File: config.mk
export PLATFORM = sky130hd
export DESIGN_NAME = pwm_multi
export DESIGN_NICKNAME = d
export VERILOG_FILES = /design/src/rtl/pwm_multi.sv
export SDC_FILE = /design/constraint.sdc
export NUM_CORES = 1
export LEC_CHECK = 0
export ABC_AREA = 1
export CAP_MARGIN = 15
export CORE_MARGIN = 4
export CORE_UTILIZATION = 59
export CTS_BUF_LIST = sky130_fd_sc_hd__clkbuf_16
export CTS_CLUSTER_DIAMETER = 60
export DETAILED_ROUTE_END_ITERATION = 10
export PLACE_DENSITY = 0.83
export SLEW_MARGIN = 0
export SYNTH_ARGS = -nofsm -noshare
export SYNTH_HDL_FRONTEND = slang
export SYNTH_SLANG_ARGS = --single-unit
File: constraint.sdc
create_clock -name clk -period 1.7 [get_ports clk]
set_input_delay 0.34 -clock clk [delete_from_list [all_inputs] [get_ports clk]]
set_output_delay 0.34 -clock clk [all_outputs]
set_load 0.01 [all_outputs]
File: src/rtl/pwm_multi.sv
// Multi-channel PWM generator: one shared period counter, per-channel double-buffered duty.
// Optional center-aligned counting is enabled by defining PWM_CENTER_EN.
//
// dir_down | meaning (PWM_CENTER_EN builds only)
// ---------+-----------------------------------------------
// 0        | counting up towards top_act (reset / idle)
// 1        | counting down towards 0; reload happens at 0
module pwm_multi #(
    parameter int WIDTH    = 8,
    parameter int CHANNELS = 4,
    parameter int CH_W     = 2
) (
    input  logic                clk,
    input  logic                rst_n,
    input  logic                en,
    input  logic [WIDTH-1:0]    top,
    input  logic                wr_en,
    input  logic [CH_W-1:0]     wr_ch,
    input  logic [WIDTH:0]      wr_duty,
    output logic [CHANNELS-1:0] pwm,
    output logic                sync
);

    logic [WIDTH-1:0] cnt;
    logic [WIDTH-1:0] top_act;
    logic [WIDTH:0]   shadow [CHANNELS];
    logic [WIDTH:0]   active [CHANNELS];
    logic             wr_hit;
    logic             wrap;
    logic             load;
    logic             sync_nxt;

    assign wr_hit = wr_en && (int'(wr_ch) < CHANNELS);
    assign wrap   = (cnt == top_act);

`ifdef PWM_CENTER_EN
    logic dir_down;

    // Reload only at the bottom turnaround so both halves of a period share one duty.
    assign load     = !en || (dir_down && (cnt == '0));
    assign sync_nxt = en && !dir_down && (cnt == '0);

    always_ff @(posedge clk or negedge rst_n) begin
        if (!rst_n) begin
            cnt      <= '0;
            dir_down <= 1'b0;
        end else if (!en) begin
            cnt      <= '0;
            dir_down <= 1'b0;
        end else if (!dir_down) begin
            if (wrap) begin
                dir_down <= 1'b1;
            end else begin
                cnt <= cnt + WIDTH'(1);
            end
        end else begin
            if (cnt == '0) begin
                dir_down <= 1'b0;
            end else begin
                cnt <= cnt - WIDTH'(1);
            end
        end
    end
`else
    assign load     = !en || wrap;
    assign sync_nxt = en && (cnt == '0);

    always_ff @(posedge clk or negedge rst_n) begin
        if (!rst_n) begin
            cnt <= '0;
        end else if (!en) begin
            cnt <= '0;
        end else if (wrap) begin
            cnt <= '0;
        end else begin
            cnt <= cnt + WIDTH'(1);
        end
    end
`endif

    // Per-channel decode keeps out-of-range indices from ever addressing the array.
    always_ff @(posedge clk or negedge rst_n) begin
        if (!rst_n) begin
            for (int i = 0; i < CHANNELS; i++) begin
                shadow[i] <= '0;
            end
        end else begin
            for (int i = 0; i < CHANNELS; i++) begin
                if (wr_hit && (wr_ch == CH_W'(i))) begin
                    shadow[i] <= wr_duty;
                end
            end
        end
    end

    always_ff @(posedge clk or negedge rst_n) begin
        if (!rst_n) begin
            top_act <= '1;
            for (int i = 0; i < CHANNELS; i++) begin
                active[i] <= '0;
            end
        end else if (load) begin
            top_act <= top;
            for (int i = 0; i < CHANNELS; i++) begin
                active[i] <= shadow[i];
            end
        end
    end

    // Compare at WIDTH+1 bits so a duty above top_act gives a constant-high output.
    always_ff @(posedge clk or negedge rst_n) begin
        if (!rst_n) begin
            pwm  <= '0;
            sync <= 1'b0;
        end else begin
            for (int i = 0; i < CHANNELS; i++) begin
                pwm[i] <= en && ({1'b0, cnt} < active[i]);
            end
            sync <= sync_nxt;
        end
    end

endmodule
==> impl_metrics.json <==
{
  "status": "complete, no violations",
  "synth.yosys.warnings": 0,
  "syn_area_um2": 4480,
  "ctsHtreeMaxLevel": 3,
  "drt_pass1_iterations": 6,
  "final.setup.tns_ns": 0,
  "detailroute.via_count": 3641,
  "grt_overflow_total": 0,
  "cp_slowest_cell": "clkdlybuf4s50_1",
  "cts_buffers": 9,
  "synth.lib_cells_used.distinct": 22,
  "worst-endpoint-required_ns": 1.36,
  "worst-path-buf-inv": 1,
  "synth_sequential_area_ratio_pct": 52.1,
  "hpwl_um": 6750,
  "design_power_total_w": 0.00575,
  "largest_net_degree_at_the_start_of_global_routing": 94,
  "port_buffers": 27,
  "drt-total-wl_um": 9720,
  "die_w_um": 95.2,
  "leakagePower_nw": 2.70,
  "setup.worst_path.class": "reg -> out",
  "multiInputGateArea_um2": 1810,
  "insertion_delay_to_the_later_sink_of_the_worst_skew_pair_ns": 0.35,
  "ctsRootBufferMaster": "clkbuf_16",
  "avgRoutedWirePerCell_um": 14.6,
  "layout-drive-gt1-share_pct": 7.79,
  "grt_pass1_vias": 3617,
  "fmax_mhz": 630,
  "n_fill_cell": 527,
  "route.antenna.remaining_nets": 0,
  "core-area_um2": 7330,
  "worstReg2RegEnd": "active[0]$_DFFE_PN0P_",
  "unrepaired_setup_endpoints_after_global_routing": "false",
  "core.rowCount": 31,
  "synthesis.instances": 527,
  "ctsLongestPathBuffers": 2,
  "global_route.usage.total_pct": 24.1,
  "critical_path_cell_count": 1,
  "timing.max_cap.violations": 0,
  "floorplan.die_area_um2": 9050,
  "cts_tree": "yes",
  "slew_headroom_pct": 67.1,
  "report.final.slew_viol_count": 0,
  "global_route_wire_length_before_repair_um": 16700,
  "crit_path_max_fanout": 1,
  "pwr_density_nw_per_um2": 1100,
  "post-route-drc-count": 0,
  "timing.final.crit_share_pct": 93.3,
  "cts.repair.resized": 0,
  "mappedNetlistNets": 580,
  "timing.critical_path.from_type": "flop",
  "timing_hold_violations_final": 0,
  "worst-slew-pin-transition_ns": 0.493,
  "crit_path_end_kind": "primary output",
  "place_congestion": 0.824,
  "worst_skew_ns": 0.00915,
  "flow.area_growth_from_synthesis_pct": 16.3,
  "initial_utilization_pct": 61.1,
  "path_delay_family": "buffers and inverters",
  "cp_data_arrival_time_ns": 1.25,
  "yosys_register_bits": 93,
  "reg2reg_depth": 10,
  "postCtsSetupRepairBufs": 0,
  "clock_sinks": 93,
  "setup_viol": 0,
  "antenna_violations_before_repair": 0,
  "cts.clk_slew.worst_paths_ns": 0.07,
  "route.detailed.vias_per_inst": 5.48,
  "hold_path_class": "in -> async",
  "synthesis.area_per_instance_um2": 8.50,
  "final_worst_path_period_need_ns": 1.59,
  "critical_path.cell_chain": "clkdlybuf4s50_1",
  "final_nets": 613,
  "postCtsHoldBufs": 0,
  "reg2reg_slack_ns": 0.13,
  "ports_placed_on_the_boundary": 28,
  "antenna-diode-count": 0,
  "ff_latch_area_um2": 2340,
  "final_core_util_pct": 71.1,
  "r2r-start": "cnt[4]$_DFF_PN0_",
  "floorplan.die.height_um": 95.2,
  "drt_iter0_markers": 297,
  "irDropWorstVdd_v": 0.000591,
  "timing.critical_path.slowest_cell_delay_ns": 0.54
}
[stage by stage]
stage	instance area [µm²]	std cells	setup slack [ns]	hold WS (ns)
6_report	5210	664	0.113	0.0217
4_1_cts	5210	664	0.110	0.0610
2_1_floorplan	4480	527	0.323	0.0444
3_3_place_gp	4900	648	0.195	0.422
5_1_grt	5210	664	0.0134	0.0712
3_5_place_dp	4900	648	0.150	0.428
[cell usage after synthesis]
cell type	count	share of area, %
nand2_1	171	14
buf_4	1	0.17
nand4_1	3	0.42
nor3b_1	3	0.50
inv_2	2	0.17
dfstp_2	8	4.7
xor2_1	2	0.39
buf_6	5	1.3
buf_1	2	0.17
nor2_1	24	2.0
inv_1	54	4.5
nor3_1	2	0.22
clkbuf_1	7	0.59
buf_2	5	0.56
o21ai_0	45	5.0
a21oi_1	13	1.5
nand3_1	58	6.5
dfrtp_1	85	47
o21a_1	1	0.17
ha_1	30	8.4
xnor2_1	4	0.78
nand2_2	2	0.28
[registers in the layout, indices dropped and copies added (netlist names)]
| name | cells |
|---|---|
| shadow | 36 |
| cnt | 8 |
| sync | 1 |
| top_act | 8 |
| active | 36 |
| pwm | 4 |
[cells in the final DEF (no fill, tap or decap)]
master / netlist / final
nand2_1: 171 / 171
dfrtp_1: 85 / 85
nand3_1: 58 / 58
inv_1: 54 / 54
o21ai_0: 45 / 45
ha_1: 30 / 30
clkdlybuf4s50_1: 0 / 26
nor2_1: 24 / 24
a21oi_1: 13 / 13
buf_4: 1 / 13
clkbuf_16: 0 / 9
dfstp_2: 8 / 8
xnor2_1: 4 / 4
nor3b_1: 3 / 3
nand4_1: 3 / 3
buf_12: 0 / 3
inv_2: 2 / 2
xor2_1: 2 / 2
nand2_2: 2 / 2
nor3_1: 2 / 2
clkinv_4: 0 / 2
inv_8: 0 / 2
inv_6: 0 / 2
o21a_1: 1 / 1
bufinv_16: 0 / 1
[how the worst max path moves through the flow]
stage	startpoint	end	slack [ns]
floorplan	cnt[5]$_DFF_PN0_	active[1]$_DFFE_PN0P_	0.32
global placement	en	active[0]$_DFFE_PN0P_	0.19
detailed placement	cnt[4]$_DFF_PN0_	active[0]$_DFFE_PN0P_	0.15
CTS	pwm[2]$_DFF_PN0_	pwm[2]	0.11
global route	cnt[4]$_DFF_PN0_	active[17]$_DFFE_PN0P_	0.01
finish	pwm[1]$_DFF_PN0_	pwm[1]	0.11
[routing by layer]
| layer | vias to the layer above | wire [µm] | share of wire [%] | GRT usage (%) |
|---|---|---|---|---|
| met2 | 113 | 4900 | 50 | 40.6 |
| met1 | 1758 | 4190 | 43 | 31.3 |
| met5 | - | 0 | 0 | 0 |
| met3 | 17 | 457 | 4.7 | 3.95 |
| li1 | 1753 | - | - | - |
| met4 | 0 | 171 | 1.8 | 9.50 |
[cell families (layout without fill, tap and decap cells)]
| kind of cell | Yosys count | in the layout | share of synthesized area [%] |
|---|---|---|---|
| AND/OR/NAND/NOR | 263 | 263 | 24.2 |
| flip-flops | 93 | 93 | 52.1 |
| buffers and inverters | 76 | 114 | 7.43 |
| AO/OA/AOI/OAI | 59 | 59 | 6.64 |
| adder cells (fa/ha/maj) | 30 | 30 | 8.38 |
| XOR/XNOR | 6 | 6 | 1.17 |
[power by group]
part / leakage (nW) / total [W] / switching [W] / internal (W)
Combinational: 1.39 / 0.000917 / 0.000528 / 0.000389
Clock: 0.154 / 0.00209 / 0.000910 / 0.00118
Sequential: 1.16 / 0.00275 / 0.000198 / 0.00255
[area by class of cell]
type	instances	share of cell area, %
Sequential cell	93	44.8
Multi-Input combinational cell	358	34.7
Clock inverter	7	1.68
Clock buffer	9	4.32
Inverter	56	4.03
Tap cell	99	2.38
Timing Repair Buffer	42	8.02
No activity file was read; power rests on OpenSTA's default activity.
